**src/rtl/piano_note_sched_if.sv**
```systemverilog
// Key/mode inputs and note outputs shared by the note scheduler and its driver.
// The slave modport is the scheduler's view; master is the driver/observer side.
interface piano_note_sched_if;
    logic       MODE;
    logic [7:0] sw;
    logic [2:0] note;
    logic       note_on;
    logic [7:0] Led;
    logic [3:0] song_pos;
    logic       auto_busy;

    modport master (
        output MODE, sw,
        input  note, note_on, Led, song_pos, auto_busy
    );

    modport slave (
        input  MODE, sw,
        output note, note_on, Led, song_pos, auto_busy
    );
endinterface

```
**src/rtl/piano_note_sched.sv**
```systemverilog
// Note scheduler: live keys override an autoplay song; SONG_LOOP_EN makes the song loop forever.
// Latency: 1 cycle from MODE/sw sampling to every (registered) output.
// Backpressure: none, the tone generator consumes note/note_on every cycle.
module piano_note_sched #(
    parameter int BEAT_CYCLES = 4,
    parameter int GAP_CYCLES  = 1,
    parameter int SONG_LEN    = 15
) (
    input  logic               CLK,
    input  logic               RESET,
    piano_note_sched_if.slave  bus
);

    localparam int MAXC = (3 * BEAT_CYCLES > GAP_CYCLES) ? 3 * BEAT_CYCLES : GAP_CYCLES;
    localparam int CW   = $clog2(MAXC + 1);

    typedef enum logic [2:0] {
        S_IDLE,
        S_MANUAL,
        S_AUTO_NOTE,
        S_AUTO_GAP,
        S_PAUSE,
        S_DONE
    } state_t;

    state_t          r_state;
    logic [2:0]      r_note;
    logic            r_note_on;
    logic [7:0]      r_led;
    logic [3:0]      r_song_pos;
    logic            r_auto_busy;
    logic [CW-1:0]   r_cnt;

    state_t          w_state_nxt;
    logic [2:0]      w_note_nxt;
    logic            w_on_nxt;
    logic [7:0]      w_led_nxt;
    logic [3:0]      w_pos_nxt;
    logic            w_busy_nxt;
    logic [CW-1:0]   w_cnt_nxt;
    logic            w_manual;
    logic            w_start;
    logic [4:0]      w_entry;
    logic [1:0]      w_len;
    logic            w_key_any;
    logic [2:0]      w_key;
    logic [4:0]      w_pos_inc;

    // Entry = {note, length in beats}; anything past the song is an end marker.
    function automatic logic [4:0] song_rom(input logic [3:0] idx);
        logic [4:0] e;
        case (idx)
            4'd0:    e = {3'd5, 2'd1};
            4'd1:    e = {3'd5, 2'd1};
            4'd2:    e = {3'd4, 2'd1};
            4'd3:    e = {3'd3, 2'd1};
            4'd4:    e = {3'd3, 2'd1};
            4'd5:    e = {3'd4, 2'd1};
            4'd6:    e = {3'd5, 2'd1};
            4'd7:    e = {3'd6, 2'd1};
            4'd8:    e = {3'd7, 2'd1};
            4'd9:    e = {3'd7, 2'd1};
            4'd10:   e = {3'd6, 2'd1};
            4'd11:   e = {3'd5, 2'd1};
            4'd12:   e = {3'd5, 2'd1};
            4'd13:   e = {3'd4, 2'd1};
            4'd14:   e = {3'd4, 2'd2};
            default: e = 5'd0;
        endcase
        if (int'(idx) >= SONG_LEN) begin
            e = 5'd0;
        end
        return e;
    endfunction

    // Highest set key wins.
    function automatic logic [2:0] hi_key(input logic [7:0] k);
        logic [2:0] n;
        n = 3'd0;
        for (int i = 0; i < 8; i++) begin
            if (k[i]) begin
                n = 3'(i);
            end
        end
        return n;
    endfunction

    assign w_key_any = |bus.sw;
    assign w_key     = hi_key(bus.sw);
    assign w_pos_inc = {1'b0, r_song_pos} + 5'd1;

    always_comb begin
        w_state_nxt = r_state;
        w_note_nxt  = r_note;
        w_on_nxt    = 1'b0;
        w_pos_nxt   = r_song_pos;
        w_cnt_nxt   = r_cnt;
        w_manual    = 1'b0;
        w_start     = 1'b0;
        w_entry     = 5'd0;
        w_len       = 2'd0;
        w_led_nxt   = 8'd0;
        w_busy_nxt  = 1'b0;

        case (r_state)
            S_IDLE: begin
                if (bus.MODE) begin
                    w_state_nxt = S_MANUAL;
                    w_manual    = 1'b1;
                end else if (!w_key_any) begin
                    w_state_nxt = S_AUTO_NOTE;
                    w_pos_nxt   = 4'd0;
                    w_start     = 1'b1;
                end
            end
            S_MANUAL: begin
                if (bus.MODE) begin
                    w_manual = 1'b1;
                end else begin
                    w_state_nxt = S_AUTO_NOTE;
                    w_pos_nxt   = 4'd0;
                    w_start     = 1'b1;
                end
            end
            S_AUTO_NOTE, S_AUTO_GAP, S_PAUSE: begin
                if (bus.MODE) begin
                    w_state_nxt = S_MANUAL;
                    w_pos_nxt   = 4'd0;
                    w_cnt_nxt   = '0;
                    w_manual    = 1'b1;
                end else if (w_key_any) begin
                    w_state_nxt = S_PAUSE;
                    w_manual    = 1'b1;
                end else if (r_state == S_PAUSE) begin
                    // Resume replays the interrupted entry from its start.
                    w_state_nxt = S_AUTO_NOTE;
                    w_start     = 1'b1;
                end else if (r_state == S_AUTO_NOTE) begin
                    if (r_cnt == '0) begin
                        w_state_nxt = S_AUTO_GAP;
                        w_cnt_nxt   = CW'(GAP_CYCLES - 1);
                    end else begin
                        w_cnt_nxt = r_cnt - CW'(1);
                        w_on_nxt  = 1'b1;
                    end
                end else begin
                    if (r_cnt != '0) begin
                        w_cnt_nxt = r_cnt - CW'(1);
                    end else if (int'(w_pos_inc) < SONG_LEN) begin
                        w_state_nxt = S_AUTO_NOTE;
                        w_pos_nxt   = w_pos_inc[3:0];
                        w_start     = 1'b1;
                    end else begin
`ifdef SONG_LOOP_EN
                        w_state_nxt = S_AUTO_NOTE;
                        w_pos_nxt   = 4'd0;
                        w_start     = 1'b1;
`else
                        w_state_nxt = S_DONE;
                        w_pos_nxt   = (SONG_LEN > 15) ? 4'd15 : 4'(SONG_LEN);
`endif
                    end
                end
            end
            S_DONE: begin
                if (bus.MODE) begin
                    w_state_nxt = S_MANUAL;
                    w_pos_nxt   = 4'd0;
                    w_cnt_nxt   = '0;
                    w_manual    = 1'b1;
                end
            end
            default: begin
                w_state_nxt = S_IDLE;
            end
        endcase

        if (w_manual && w_key_any) begin
            w_note_nxt = w_key;
            w_on_nxt   = 1'b1;
        end

        if (w_start) begin
            w_entry    = song_rom(w_pos_nxt);
            w_len      = (w_entry[1:0] == 2'd0) ? 2'd1 : w_entry[1:0];
            w_note_nxt = w_entry[4:2];
            w_on_nxt   = 1'b1;
            w_cnt_nxt  = CW'(int'(w_len) * BEAT_CYCLES - 1);
        end

        if (w_on_nxt) begin
            w_led_nxt = 8'd1 << w_note_nxt;
        end

        w_busy_nxt = (w_state_nxt == S_AUTO_NOTE) || (w_state_nxt == S_AUTO_GAP) ||
                     (w_state_nxt == S_PAUSE);
    end

    always_ff @(posedge CLK or negedge RESET) begin
        if (!RESET) begin
            r_state     <= S_IDLE;
            r_note      <= 3'd0;
            r_note_on   <= 1'b0;
            r_led       <= 8'd0;
            r_song_pos  <= 4'd0;
            r_auto_busy <= 1'b0;
            r_cnt       <= '0;
        end else begin
            r_state     <= w_state_nxt;
            r_note      <= w_note_nxt;
            r_note_on   <= w_on_nxt;
            r_led       <= w_led_nxt;
            r_song_pos  <= w_pos_nxt;
            r_auto_busy <= w_busy_nxt;
            r_cnt       <= w_cnt_nxt;
        end
    end

    assign bus.note      = r_note;
    assign bus.note_on   = r_note_on;
    assign bus.Led       = r_led;
    assign bus.song_pos  = r_song_pos;
    assign bus.auto_busy = r_auto_busy;

endmodule

```
**src/flat_wrapper.sv**
```systemverilog
// flat-port wrapper written by rule: the top's interface ports become plain ports
module piano_note_sched_flat 
#(
    parameter int BEAT_CYCLES = 4,
    parameter int GAP_CYCLES  = 1,
    parameter int SONG_LEN    = 15
)
  (CLK, RESET, bus_MODE, bus_sw, bus_note, bus_note_on, bus_Led, bus_song_pos, bus_auto_busy);
  piano_note_sched_if bus_i ();
  input  logic CLK;
  input  logic RESET;
  input wire logic [$bits(bus_i.MODE)-1:0] bus_MODE;
  input wire logic [$bits(bus_i.sw)-1:0] bus_sw;
  output wire logic [$bits(bus_i.note)-1:0] bus_note;
  output wire logic [$bits(bus_i.note_on)-1:0] bus_note_on;
  output wire logic [$bits(bus_i.Led)-1:0] bus_Led;
  output wire logic [$bits(bus_i.song_pos)-1:0] bus_song_pos;
  output wire logic [$bits(bus_i.auto_busy)-1:0] bus_auto_busy;
  assign bus_i.MODE = bus_MODE;
  assign bus_i.sw = bus_sw;
  assign bus_note = bus_i.note;
  assign bus_note_on = bus_i.note_on;
  assign bus_Led = bus_i.Led;
  assign bus_song_pos = bus_i.song_pos;
  assign bus_auto_busy = bus_i.auto_busy;
  piano_note_sched #(.BEAT_CYCLES(BEAT_CYCLES), .GAP_CYCLES(GAP_CYCLES), .SONG_LEN(SONG_LEN)) u_core (.CLK(CLK), .RESET(RESET), .bus(bus_i));
endmodule
```
**config.mk**
```make
export PLATFORM = sky130hd
export DESIGN_NAME = piano_note_sched_flat
export DESIGN_NICKNAME = d
export VERILOG_FILES = /design/src/rtl/piano_note_sched_if.sv /design/src/rtl/piano_note_sched.sv /design/src/flat_wrapper.sv
export SDC_FILE = /design/constraint.sdc
export NUM_CORES = 1
export LEC_CHECK = 0
export CAP_MARGIN = 20
export CORE_MARGIN = 2
export CORE_UTILIZATION = 40
export DETAILED_ROUTE_END_ITERATION = 8
export PLACE_DENSITY_LB_ADDON = 0.15
export SLEW_MARGIN = 20
export SYNTH_ARGS = -nofsm -noshare
export SYNTH_HDL_FRONTEND = slang
export SYNTH_SLANG_ARGS = --single-unit
```
**constraint.sdc**
```tcl
create_clock -name CLK -period 5.25 [get_ports CLK]
set_input_delay 0.525 -clock CLK [delete_from_list [all_inputs] [get_ports CLK]]
set_output_delay 0.525 -clock CLK [all_outputs]
set_load 0.02 [all_outputs]
```
Yosys cells after proc, flatten, opt, wreduce, memory -nomap -nowiden
Memory sizes are Yosys's and may differ from the RTL's.
Index checks and enable logic that the tools add are counted.
{"block": "op_classes", "shift": 1, "n_eq_ne": 12, "reduce_logical": 12, "mux": 67, "add_sub_neg": 3, "order_cmp": 2}
{"operator": "4-bit 2-to-1 mux", "n": 18}
{"operator": "3-bit 2-to-1 mux", "n": 19}
{"operator": "1-bit 2-to-1 mux", "n": 21}
{"operator": "4-bit one-hot mux with 4 select lines", "n": 1}
{"operator": "3-bit by 2-bit equality test with 1-bit output, second input constant", "n": 4}
{"operator": "3-bit one-hot mux with 4 select lines", "n": 1}
{"operator": "5-bit 2-to-1 mux", "n": 2}
{"operator": "3-bit equality test, second input constant", "n": 3}
{"operator": "8-bit 2-to-1 mux", "n": 1}
{"operator": "4-bit by 3-bit inequality test with 1-bit output, second input constant", "n": 2}
{"operator": "4-bit one-hot mux with 2 select lines", "n": 1}
{"operator": "8-bit OR reduction", "n": 1}
{"operator": "1-bit by 3-bit left shift with 8-bit output, first input constant", "n": 1}
{"operator": "4-bit by 1-bit subtractor with 4-bit output, second input constant", "n": 2}
{"operator": "3-bit OR reduction", "n": 2}
{"operator": "4-bit by 1-bit adder with 5-bit output, second input constant", "n": 1}
{"operator": "5-bit by 4-bit less-than comparator with 1-bit output, second input constant", "n": 1}
{"operator": "5-bit by 2-bit inequality test with 1-bit output, second input constant", "n": 1}
{"operator": "5-bit AND reduction", "n": 1}
{"operator": "4-bit greater-or-equal comparator, second input constant", "n": 1}
{"operator": "4-bit logical NOT", "n": 1}
{"operator": "4-bit nonzero test", "n": 1}
{"operator": "3-bit by 1-bit equality test with 1-bit output, second input constant", "n": 1}
{"operator": "3-bit logical NOT", "n": 1}
{"operator": "8 further kinds", "n": 9}
{"block": "word_totals", "n_memories": 1, "reg_bits": 24, "romBits": 80}
{"name": "(no name shown)", "depth": 16, "word_bits": 5, "rd": 1, "rd_clocked_by_memory_dff": 0, "wr": 0, "line": "piano_note_sched.sv:52", "source": "case (idx)"}

Depth between registers and ports, before layout
Gate-level depths: netlist of the first run.
{"block": "depth", "depth_word": 16, "ltp_mapped": 14}

Worst setup path before layout of the first run
OpenSTA, ideal clock, no wires.
{"block": "synth_path", "kind": "in2reg", "startpoint": "input port bus_sw[0]", "endpoint": "register u_core.r_led[6] (netlist: u_core.bus.Led[6])", "setup_time_ns": 0.086, "setup_slack_ns": 2.300, "t_arrival_ns": 2.864, "required_ns": 5.164, "path_buffers": 0, "cell_stages": 10, "path_cell_list": "or4_4 nor3_2 a21oi_2 o32ai_2 inv_1 ha_1 a211o_1 a31o_1 o21a_1 nor3_1"}
{"block": "synth_via", "elab_chain_len": 10}
{"element": "from (decl)", "line": "flat_wrapper.sv:13", "source": "input wire logic [$bits(bus_i.sw)-1:0] bus_sw;"}
{"element": "8-bit OR reduction *", "line": "piano_note_sched.sv:88", "source": "assign w_key_any = |bus.sw;"}
{"element": "4-bit 2-to-1 mux (on tied branches)", "line": "piano_note_sched.sv:131, piano_note_sched.sv:110"}
{"element": "4-bit 2-to-1 mux (on tied branches)", "line": "piano_note_sched.sv:126, piano_note_sched.sv:107"}
{"element": "4-bit one-hot mux with 4 select lines", "line": "piano_note_sched.sv:105", "source": "case (r_state)"}
{"element": "memory 16 x 5 bit or 4-bit greater-or-equal comparator (tied branches)"}
{"element": "5-bit 2-to-1 mux", "line": "piano_note_sched.sv:70", "source": "if (int'(idx) >= SONG_LEN) begin"}
{"element": "5-bit 2-to-1 mux", "line": "piano_note_sched.sv:183", "source": "if (w_start) begin"}
{"element": "3-bit 2-to-1 mux", "line": "piano_note_sched.sv:183"}
{"element": "1-bit by 3-bit left shift with 8-bit output", "line": "piano_note_sched.sv:192", "source": "w_led_nxt = 8'd1 << w_note_nxt;"}
{"element": "8-bit 2-to-1 mux *", "line": "piano_note_sched.sv:191", "source": "if (w_on_nxt) begin"}
{"element": "named net u_core.w_led_nxt[6]", "line": "piano_note_sched.sv:37", "source": "logic [7:0] w_led_nxt;"}
{"element": "to (signal assigned)", "line": "piano_note_sched.sv:212", "source": "r_led <= w_led_nxt;"}
{"element": "to (decl)", "line": "piano_note_sched.sv:29", "source": "logic [7:0] r_led;"}
The timed path passes the listed nets; every way through them passes the cells marked *. The select of a mux whose other input is x is not followed.
A chain may end at the register's enable or synchronous reset.

Worst setup path after layout of the first run
{"block": "layout_path", "startpoint": "input port bus_sw[6]", "endpoint": "register u_core.r_led[0] (netlist: u_core.bus.Led[0])"}
{"block": "layout_via", "elab_chain_len": 10}
{"element": "8-bit OR reduction", "line": "piano_note_sched.sv:88"}
{"element": "4-bit 2-to-1 mux (on tied branches)", "line": "piano_note_sched.sv:131, piano_note_sched.sv:110"}
{"element": "4-bit 2-to-1 mux (on tied branches)", "line": "piano_note_sched.sv:126, piano_note_sched.sv:107"}
{"element": "4-bit one-hot mux with 4 select lines", "line": "piano_note_sched.sv:105"}
{"element": "memory 16 x 5 bit or 4-bit greater-or-equal comparator (tied branches)"}
{"element": "5-bit 2-to-1 mux", "line": "piano_note_sched.sv:70"}
{"element": "5-bit 2-to-1 mux", "line": "piano_note_sched.sv:183"}
{"element": "3-bit 2-to-1 mux *", "line": "piano_note_sched.sv:183"}
{"element": "named net u_core.w_note_nxt[0]", "line": "piano_note_sched.sv:35", "source": "logic [2:0] w_note_nxt;"}
{"element": "1-bit by 3-bit left shift with 8-bit output *", "line": "piano_note_sched.sv:192"}
{"element": "8-bit 2-to-1 mux *", "line": "piano_note_sched.sv:191"}
{"element": "named net u_core.w_led_nxt[0]", "line": "piano_note_sched.sv:37"}
Marked as above.

==> summary.txt, run 1 <==
Floorplan
  – Core ar.: 0.00429 sq mm
  – Die Ht: slightly above 70 um
  – Row count: 24
  – Horiz. Die Dim: a little over 70 um
  – Initial Util: 41.2%
  – IO Pins: 28
  – Die area: around 0.005 sq mm

Clock tree
  – Clock Latency Late Sink: 0.27 ns
  – Hold_buf cts: 0
  – # resized after CTS: 0
  – Number of buffers created by CTS: 3
  – TritonCTS clock tree: done
  – Setup Buffers After CTS: 0
  – CTS max path bufs: 2
  – H-tree depth: 1
  – Clock sink total: 24
  – Root buffer cell: clkbuf_8
  – Clk slew on worst S/H paths: approximately 0.080 ns

Global route
  – First-pass GRT wire length: 7.65 mm
  – Largest net degree at the start of global routing: 25
  – Total GRT Usage: 19.2%
  – Vias in the first global route: around 1.6k
  – Initial antenna violation count: 0
  – Grt ovf: 0

Setup path
  – Slowest cell delay on critical path: 0.61 ns
  – CP Capture Type: flop
  – Critical Path RT: 5.42 ns
  – Worst Path Max Fanout: 7
  – Worst-path cell chain: clkdlybuf4s50_1 -> or4_4 -> nor3_2 -> a21oi_2 -> o32ai_2 -> ha_1 -> inv_1 -> o2bb2ai_1 -> nand2_1 -> a31oi_4 -> inv_2 -> nor3_1
  – Worst path slowest cell: or4_4
  – Buf/Inv on CP: 3
  – Crit path arrival time: 3.65 ns
  – Crit path launch type: primary input
  – Crit Path Class: primary input to flop
  – Top delay family on crit path: simple AND/OR/NAND/NOR gates

Logic synthesis
  – Post-synth EDFFs: 0
  – FF+latch count, synth: 24
  – Top cell type's share of synthesized area: roughly 34%
  – Most common cell in the netlist: dfrtp_1
  – Cells after Synth: 196
  – Yosys cell types: 62
  – Top_reg_cell synth: dfrtp_1
  – Syn_area_per_cell: about 9 sq um
  – Fraction of the yosys area taken by sequential cells: between 30% and 40%
  – Top post-synthesis cells by count: 24 x dfrtp_1, 15 x inv_1, 13 x nor2_1
  – Post-synth ARST share: between 90% and 100%
  – Synth top area cells: dfrtp_1 34%, ha_1 5.7%, inv_1 3.2%
  – Yosys warning count: 0
  – Synth area leader: dfrtp_1
  – Syn Nets: ~220
  – Post-Synthesis Cell Area: 0.00177 sq mm

Timing
  – Period utilization: between 60% and 70%
  – Count of final setup violators: 0
  – Worst Tran Pin Value: about 0.94 ns
  – Final Hold Fails: 0
  – Final slew viol count: 0
  – Final TNS setup: 0 ns
  – Clock period minus worst slack: ~3.5 ns
  – Clock skew: 0.00438 ns
  – Slew headroom: a little over a third
  – Fmax: 287 MHz
  – Final WS setup: 1.77 ns
  – RSZ-0062 raised after global routing: no

Drt
  – Initial drt markers: around 220
  – Drt via density: between 6 and 7
  – Final ANT Viol Nets: 0
  – DRT Pass-1 Iters: 4
  – Drc violations: 0
  – Wire per inst: roughly 16 um
  – Routed WL: about 4.4 mm
  – DR vias: roughly 1.6k

Placement
  – Final GP Congestion: between 0.8 and 0.9
  – Port Buf Inserts: 27
  – Detailed Place HPWL: around 3.4 mm
  – Pre-CTS WS: roughly 1.5 ns

Finish
  – Synth-to-layout area growth: 21.4%
  – Layout cell share with drive strength beyond 1: between 10% and 20%
  – Ant. Diodes: 0
  – NumNets Final: ~240

Status
  – Outcome: finished, final reports clean

Job
  – Max_cap viols: 0

Hold path
  – Worst hold path type: primary input to asynchronous set/reset pin

Pwr
  – Pwr dens: around 320 mW/mm^2
  – Max rail drop VDD: slightly above 0.0002 V
  – Static Leak: just under 0.9 nW
layer usage:
metal  vias up  global-route usage, %  share of wire [%]
met2        73                   32.4                 49
met1       773                   25.3                 43
met5         -                      0                  0
met4         0                   5.77                1.6
li1        788                      -                  -
met3         7                   3.03                6.7
report_power, final:
part | total, mW | internal (mW) | switching [mW]
Combinational | 0.266 | 0.110 | 0.156
Clock | 0.162 | 0.102 | 0.0597
Sequential | 0.255 | 0.221 | 0.0341
kinds of logic (layout without fill, tap and decap cells):
logic type               Yosys count  in the layout  synth area share (%)
AND/OR/NAND/NOR                   69             69                  22.6
AO/OA/AOI/OAI                     68             68                  30.8
flip-flops                        24             24                  33.9
buffers and inverters             23             48                  4.95
adder cells (fa/ha/maj)            9              9                  6.22
XOR/XNOR                           2              2                 0.990
multiplexers                       1              1                 0.566
layout by cell type (no fill, tap or decap), types with 4 or more instances in the layout:
master           count
clkdlybuf4s50_1     26
inv_1               15
nand2b_1             5
nor2b_1              6
dfrtp_1             24
o21ai_0             10
nand2_1             10
nor2_1              13
nor3_1              11
a21oi_1             11
ha_1                 8
nand3_1              4
worst paths after layout:
path                                              from  cells past startpoint  slack, ns                      endpoint
setup reg to reg           u_core.r_cnt[0]$_DFFE_PN0P_                     13       1.98   u_core.bus.Led[0]$_DFF_PN0_
max in group asynchronous                        RESET                      1       4.68  u_core.bus.note[2]$_DFF_PN0_
hold / removal                                   RESET                      1       0.22   u_core.r_state[2]$_DFF_PN0_
hold reg to reg            u_core.r_cnt[0]$_DFFE_PN0P_                      1       0.55   u_core.r_cnt[0]$_DFFE_PN0P_
setup / recovery                             bus_sw[6]                     12       1.77   u_core.bus.Led[0]$_DFF_PN0_
min in group CLK           u_core.r_cnt[0]$_DFFE_PN0P_                      1       0.55   u_core.r_cnt[0]$_DFFE_PN0P_
area by class of cell:
cell class	instances	area (sq um)
tap	52	65.1
fill	386	2150
inverter	17	63.8
clock inverter	1	30.0
sequential	24	601
multi-input combinational	149	1080
clock buffer	3	41.3
timing repair buffer	27	265
flip-flops by register name, indices dropped and copies added, names as in the netlist:
register	flops
u_core.bus.Led	8
u_core.bus.auto_busy	1
u_core.bus.note	3
u_core.bus.note_on	1
u_core.bus.song_pos	4
u_core.r_cnt	4
u_core.r_state	3
per-stage QoR:
| stage | util [%] | instances | instance area, sq um | hold WS (ns) | power (mW) |
|---|---|---|---|---|---|
| final | 50.0 | 273 | 2150 | 0.219 | 0.682 |
| after detailed placement | 48.5 | 269 | 2080 | 0.531 | 0.522 |
| after floorplan | - | 196 | 1770 | 0.229 | 0.423 |
| after global routing | 50.0 | 273 | 2150 | 0.255 | 0.730 |
| after global placement | 48.5 | 269 | 2080 | 0.532 | 0.517 |
| after CTS | 50.1 | 273 | 2150 | 0.551 | 0.686 |
No activity file was read; power rests on OpenSTA's default activity.
==> run 2: changes to the inputs <==
- clock period: 5.25 -> 3.3 ns (I/O delays scaled with it)
==> run 2 against run 1 <==
  * Power increased by 65%
  * Combinational power increased by 71%
  * Non-clock buffer count rose by 19
  * Core utilization grew 3.6 points
  * Sequential share of layout area is 1.9 points lower
  * Count of clock-buffer cells in the layout did not move
==> summary.txt, run 2 (synthesis gave the netlist of run 1 again) <==
Finish
  – Most frequent cells in the layout: 26 x clkdlybuf4s50_1, 24 x dfrtp_1, 19 x buf_4, 14 x inv_1, 13 x nor2_1
  – NumNets Final: 260 (+7.9%)
  – Synth-to-layout area growth: 30.2%
  – Ant. Diodes: 0 (unchanged)
  – Most common cell after layout, fill and taps aside: clkdlybuf4s50_1
  – Register area: 601 sq um (unchanged)
  – Filler cells: 370 (-4.1%)
  – Layout cell share with drive strength beyond 1: 21.3% (+7.7 points)
  – Multi-input logic area: 0.00109 sq mm (+1.3%)
  – Max reg flops: 8 (unchanged)

Setup path
  – Critical R2R Launch: u_core.r_cnt[0]$_DFFE_PN0P_
  – Worst Path Max Fanout: 5 (-2)
  – CP Launch Point: u_core.r_cnt[0]$_DFFE_PN0P_
  – Critical Path RT: 3.49 ns (-1.93 ns)
  – CP Capture Type: flop
  – Crit path launch type: flop
  – Most common cell on crit path: ha_1
  – Buf/Inv on CP: 3 (unchanged)
  – CP Depth: 14 (+2)
  – Top delay family on crit path: simple AND/OR/NAND/NOR gates
  – Slowest cell delay on critical path: 0.42 ns (-0.19 ns)
  – Worst path slowest cell: dfrtp_1
  – Crit Path Class: flop to flop
  – R2R Setup Slk: 0.26 ns (-1.72 ns)
  – Terminus of the critical flop-to-flop path: u_core.bus.Led[3]$_DFF_PN0_
  – FF-to-FF path depth: 14 (+1)
  – Crit path arrival time: 3.23 ns (-0.42 ns)
  – End of the critical path: u_core.bus.Led[3]$_DFF_PN0_
  – Worst-path cell chain: inv_1 -> ha_1 -> or3b_4 -> nor3_4 -> buf_4 -> a31oi_1 -> a31o_2 -> inv_2 -> ha_1 -> nor2_1 -> a32oi_1 -> a31o_1 -> nand3_1 -> nor3_1

Timing
  – Hold WS: 0.0319 ns (-0.188 ns)
  – Final Hold Fails: 0 (unchanged)
  – Final slew viol count: 0 (unchanged)
  – Period utilization: 92.1%
  – Final TNS setup: 0 ns (unchanged)
  – RSZ-0062 raised after global routing: no
  – Count of final setup violators: 0 (unchanged)
  – Worst Tran Pin Value: 0.538 ns (-0.406 ns)
  – Fmax: 329 MHz
  – Slew headroom: 64.1% (+28 points)
  – Clock skew: 0.00835 ns (+0.00397 ns)
  – Clock period minus worst slack: 3.04 ns

Drt
  – Drc violations: 0 (unchanged)
  – Wire per inst: 16.1 um (-0.69%)
  – Initial drt markers: 166 (-25%)
  – Routed WL: 4.71 mm (+6.2%)
  – Drt via density: 5.87 (-2.4%)
  – DR vias: 1713 (+4.4%)
  – DRT Pass-1 Iters: 5 (+1)
  – Final ANT Viol Nets: 0 (unchanged)

Pwr
  – Pwr dens: 488 mW/mm^2 (+53%)
  – Tot Pwr: 1.12 mW (+65%)
  – Max rail drop VDD: 0.000274 V (+34%)
  – Static Leak: 0.974 nW (+12%)

Global route
  – Grt ovf: 0 (unchanged)
  – First-pass GRT wire length: 7.82 mm (+2.2%)
  – Vias in the first global route: 1637 (+4.2%)
  – Initial antenna violation count: 0 (unchanged)
  – Largest net degree at the start of global routing: 25 (unchanged)
  – Total GRT Usage: 19.5% (+0.32 points)

Clock tree
  – Root buffer cell: clkbuf_8
  – Clock Latency Late Sink: 0.27 ns (about the same)
  – H-tree depth: 1 (unchanged)
  – CTS max path bufs: 2 (unchanged)
  – Clock sink total: 24 (unchanged)
  – TritonCTS clock tree: done
  – Clk slew on worst S/H paths: 0.09 ns (about the same)
  – Number of buffers created by CTS: 3 (unchanged)

Hold path
  – Worst hold path type: primary input to asynchronous set/reset pin

Floorplan
  – Row count: 24 (unchanged)
  – Die area: 0.00497 sq mm (unchanged)
  – Initial Util: 41.2% (unchanged)
  – Die Ht: 70.5 um (unchanged)
  – IO Pins: 28 (unchanged)
  – Horiz. Die Dim: 70.5 um (unchanged)
  – Core ar.: 0.00429 sq mm (unchanged)

Job
  – Max_cap viols: 0 (unchanged)

Placement
  – Detailed Place HPWL: 3.65 mm (+5.9%)
  – Final GP Congestion: 0.910 (+3.6%)
  – Port Buf Inserts: 27 (unchanged)

Status
  – Outcome: finished, final reports clean
## run 2: cell count changes in the layout (fill, tap and decap cells not counted), sizes merged
| cell | previous run | this run |
|---|---|---|
| buf | 1 | 20 |
## run 2: through the flow
stage,std cells,area (sq um),worst slack [ns],utilization (%)
2_1_floorplan,196,1770,0.445,-
3_3_place_gp,288,2220,-0.0885,51.8
3_5_place_dp,288,2220,-0.143,51.7
4_1_cts,292,2290,0.0257,53.3
5_1_grt,292,2300,0.0253,53.6
6_report,292,2300,0.262,53.6
## run 2: layout make-up
type / instances / share of cell area, %
Clock inverter: 1 / 1.30
Timing Repair Buffer: 46 / 17.7
Inverter: 17 / 2.77
Clock buffer: 3 / 1.79
Multi-Input combinational cell: 149 / 47.5
Tap cell: 52 / 2.82
Sequential cell: 24 / 26.1
## run 2: worst min-delay path by stage
stage                                           start  slack (ns)  depth (start not counted)                          endpoint
after floorplan                                 RESET        0.03                          0       u_core.bus.Led[0]$_DFF_PN0_
after global placement    u_core.r_cnt[1]$_DFFE_PN0P_        0.53                          2       u_core.r_cnt[1]$_DFFE_PN0P_
after detailed placement                        RESET        0.36                          1       u_core.r_state[0]$_DFF_PN0_
after CTS                                       RESET        0.06                          1  u_core.bus.song_pos[1]$_DFF_PN0_
after global routing                            RESET        0.08                          1       u_core.r_state[0]$_DFF_PN0_
final                                           RESET        0.03                          1  u_core.bus.song_pos[1]$_DFF_PN0_
## run 2: layer usage
metal / track usage, % / part of all wire, % / up-vias / wire, um
li1: - / - / 832 / -
met4: 5.13 / 1.4 / 0 / 67
met2: 32.9 / 49 / 65 / 2330
met1: 25.3 / 42 / 807 / 1970
met3: 4.18 / 7.2 / 9 / 340
met5: 0 / 0 / - / 0
## run 2: power by group
part	leakage [nW]	internal (mW)	total (mW)	switching, mW
combinational	0.629	0.198	0.456	0.258
sequential	0.309	0.351	0.407	0.0561
clock	0.0357	0.162	0.260	0.0975
total	0.974	0.712	1.12	0.412
## run 2: what timing repair did
item                                    CTS  global route
endpoints found under the setup margin    0             8
hold buffers                              0             0
gates resized for setup                   0             4
buffers inserted                          0             0
==> run 3: changes to the inputs <==
--- a/config.mk
+++ b/config.mk
@@ -8,5 +8,5 @@
 export CAP_MARGIN = 20
 export CORE_MARGIN = 2
-export CORE_UTILIZATION = 40
+export CORE_UTILIZATION = 50
 export DETAILED_ROUTE_END_ITERATION = 8
 export PLACE_DENSITY_LB_ADDON = 0.15
==> constraint.sdc (replaced) <==
create_clock -name CLK -period 3.1 [get_ports CLK]
set_input_delay 0.62 -clock CLK [delete_from_list [all_inputs] [get_ports CLK]]
set_output_delay 0.62 -clock CLK [all_outputs]
set_load 0.02 [all_outputs]
==> run 3 against run 2 <==
  * Sequential share of layout area shrank 3.9 points
  * Clock power shrank 9.2%
  * Final area grew 18%
  * Highest routed layer unchanged
  * Largest power group unchanged
  * Wire length grew 25%
  * Core utilization grew 27 points
  * Flip-flop and latch count is the same
  * Count of clock-buffer cells in the layout is the same
  * Register-to-register slack lost 0.21 ns
  * Critical path depth shrank 2
  * Combinational power grew 42%
  * Setup slack lost 0.24 ns
==> summary.txt, run 3 (synthesis gave the netlist of run 1 again) <==
Status
  – Outcome: finished, final reports clean

Finish
  – Multi-input logic area: 0.00123 sq mm (+13%)
  – NumNets Final: 296 (+14%)
  – Most frequent cells in the layout: 52 x buf_4, 23 x dfrtp_1, 19 x clkdlybuf4s50_1, 14 x inv_1, 12 x nor2_1
  – Synth-to-layout area growth: 53.2%
  – Max reg flops: 8 (unchanged)
  – Register area: 602 sq um (+0.21%)
  – Filler cells: 234 (-37%)
  – Layout cell share with drive strength beyond 1: 36.6% (+15 points)
  – Ant. Diodes: 0 (unchanged)
  – Final std cells w/o fill: 322 (+10%)
  – Most common cell after layout, fill and taps aside: buf_4

Setup path
  – Most common cell on crit path: buf_4
  – Crit path arrival time: 3.35 ns (+0.12 ns)
  – CP Capture Type: flop
  – Worst Path Max Fanout: 4 (-1)
  – Top delay family on crit path: simple AND/OR/NAND/NOR gates
  – Crit Path Class: primary input to flop
  – R2R Setup Slk: 0.05 ns (-0.21 ns)
  – FF-to-FF path depth: 13 (-1)
  – CP Launch Point: bus_sw[5]
  – Slowest cell delay on critical path: 0.57 ns (+0.15 ns)
  – Critical Path RT: 3.36 ns (-0.13 ns)
  – Critical R2R Launch: u_core.r_cnt[0]$_DFFE_PN0P_
  – Terminus of the critical flop-to-flop path: u_core.bus.Led[7]$_DFF_PN0_
  – Crit path launch type: primary input
  – Worst path slowest cell: or4_4
  – Worst-path cell chain: dlygate4sd2_1 -> or4_4 -> nor3_4 -> buf_4 -> a31oi_1 -> a31o_4 -> buf_4 -> ha_1 -> mux2i_1 -> o31a_1 -> buf_4 -> nor3_1
  – Buf/Inv on CP: 4 (+1)

Timing
  – Final WS setup: 0.0173 ns (-0.245 ns)
  – Clock skew: 0.00880 ns (+0.000450 ns)
  – Count of final setup violators: 0 (unchanged)
  – Slew headroom: 58.0% (-6.1 points)
  – Hold WS: 0.621 ns (+0.589 ns)
  – Clock period minus worst slack: slightly above 3 ns
  – Final slew viol count: 0 (unchanged)
  – Period utilization: between 90 and 100%
  – Worst Tran Pin Value: 0.623 ns (+0.0845 ns)
  – Final Hold Fails: 0 (unchanged)
  – Fmax: 324 MHz

Hold path
  – Worst hold path type: primary input to asynchronous set/reset pin

Pwr
  – Static Leak: 1.19 nW (+22%)
  – Tot Pwr: 1.31 mW (+16%)
  – Max rail drop VDD: 0.000352 V (+28%)
  – Pwr dens: 482 mW/mm^2 (-1.1%)

Clock tree
  – Root buffer cell: clkbuf_4
  – Number of buffers created by CTS: 3 (unchanged)
  – Clk slew on worst S/H paths: 0.15 ns (+0.06 ns)
  – CTS max path bufs: 2 (unchanged)
  – Clock Latency Late Sink: 0.33 ns (+0.06 ns)
  – H-tree depth: 1 (unchanged)
  – TritonCTS clock tree: done
  – Clock sink total: 24 (unchanged)

Floorplan
  – Initial Util: 52.6% (+11 points)
  – Horiz. Die Dim: 63.5 um (-10%)
  – Core ar.: 0.00336 sq mm (-22%)
  – Die area: 0.00403 sq mm (-19%)
  – Row count: 21 (-13%)
  – IO Pins: 28 (unchanged)
  – Die Ht: 63.5 um (-10%)

Drt
  – Drt via density: 6.01 (+2.4%)
  – Wire per inst: 18.2 um (+13%)
  – Routed WL: 5.87 mm (+25%)
  – Final ANT Viol Nets: 0 (unchanged)
  – Initial drt markers: 153 (-7.8%)
  – DRT Pass-1 Iters: 4 (-1)
  – Drc violations: 0 (unchanged)
  – DR vias: 1934 (+13%)

Placement
  – Port Buf Inserts: 27 (unchanged)
  – Detailed Place HPWL: 3.88 mm (+6.3%)
  – Final GP Congestion: 0.911 (+0.16%)
  – Placed cells: 304 (+5.6%)
  – Pre-CTS WS: -0.492 ns (-0.350 ns)

Global route
  – Initial antenna violation count: 0 (unchanged)
  – First-pass GRT wire length: 9.01 mm (+15%)
  – Grt ovf: 0 (unchanged)
  – Total GRT Usage: 28.0% (+8.5 points)
  – Largest net degree at the start of global routing: 25 (unchanged)
  – Vias in the first global route: 1873 (+14%)

Job
  – Max_cap viols: 0 (unchanged)
run 3: area by class of cell:
type | count | area share (%)
flip-flops and latches | 24 | 22.2
multi-input cells | 149 | 45.6
clock inverters | 1 | 1.11
repair buffers | 82 | 25.7
well taps | 46 | 2.12
inverters | 17 | 2.49
clock buffers | 3 | 0.831
run 3: worst register-to-register path, stage by stage (launching register included):
cell and delay, ns:
dfrtp_1 0.42, inv_1 0.12, ha_1 0.19, or3b_4 0.42, nor3_4 0.17, buf_4 0.15, a31oi_1 0.08, a31o_4 0.25
buf_4 0.15, ha_1 0.27, mux2i_1 0.07, o31a_1 0.38, buf_4 0.17, nor3_1 0.17
run 3: worst max path at each step:
| stage | endpoint | slack [ns] | cells past startpoint |
|---|---|---|---|
| global route | u_core.bus.Led[1]$_DFF_PN0_ | -0.06 | 11 |
| finish | u_core.bus.Led[7]$_DFF_PN0_ | 0.02 | 12 |
| floorplan | u_core.bus.Led[6]$_DFF_PN0_ | 0.06 | 10 |
| CTS | u_core.bus.Led[4]$_DFF_PN0_ | 0.007 | 12 |
| detailed placement | u_core.bus.Led[2]$_DFF_PN0_ | -0.49 | 12 |
| global placement | u_core.bus.Led[3]$_DFF_PN0_ | -0.36 | 12 |
run 3: layer usage:
metal  share of wire, %  wire length [um]  vias to the layer above  global-route usage (%)
met3                4.6               270                       11                    1.61
li1                   -                 -                      898                       -
met5                  0                 0                        -                       0
met2                 54              3170                       67                    51.2
met1                 40              2340                      958                    35.7
met4                1.6                94                        0                    7.07
run 3: repair_timing:
item / CTS / global route
hold buffers: 0 / 0
endpoints found under the setup margin: 9 / 12
pin swaps: 12 / 14
buffers inserted: 3 / 11
gates resized for setup: 21 / 19
hold endpoints to repair: 0 / 0
cloned: 0 / 0
run 3: where the power goes:
part / switching [mW] / total [mW] / internal, mW
registers: 0.0502 / 0.424 / 0.373
clock network: 0.105 / 0.236 / 0.131
logic: 0.350 / 0.648 / 0.297
run 3: per-stage QoR:
stage               instance area (sq um)  utilization [%]  TNS, ns
floorplan                            1770                -        0
global placement                     2380             70.8    -3.98
detailed placement                   2380             70.8    -5.21
CTS                                  2530             75.3        0
global route                         2710             80.6   -0.232
finish                               2710             80.6        0
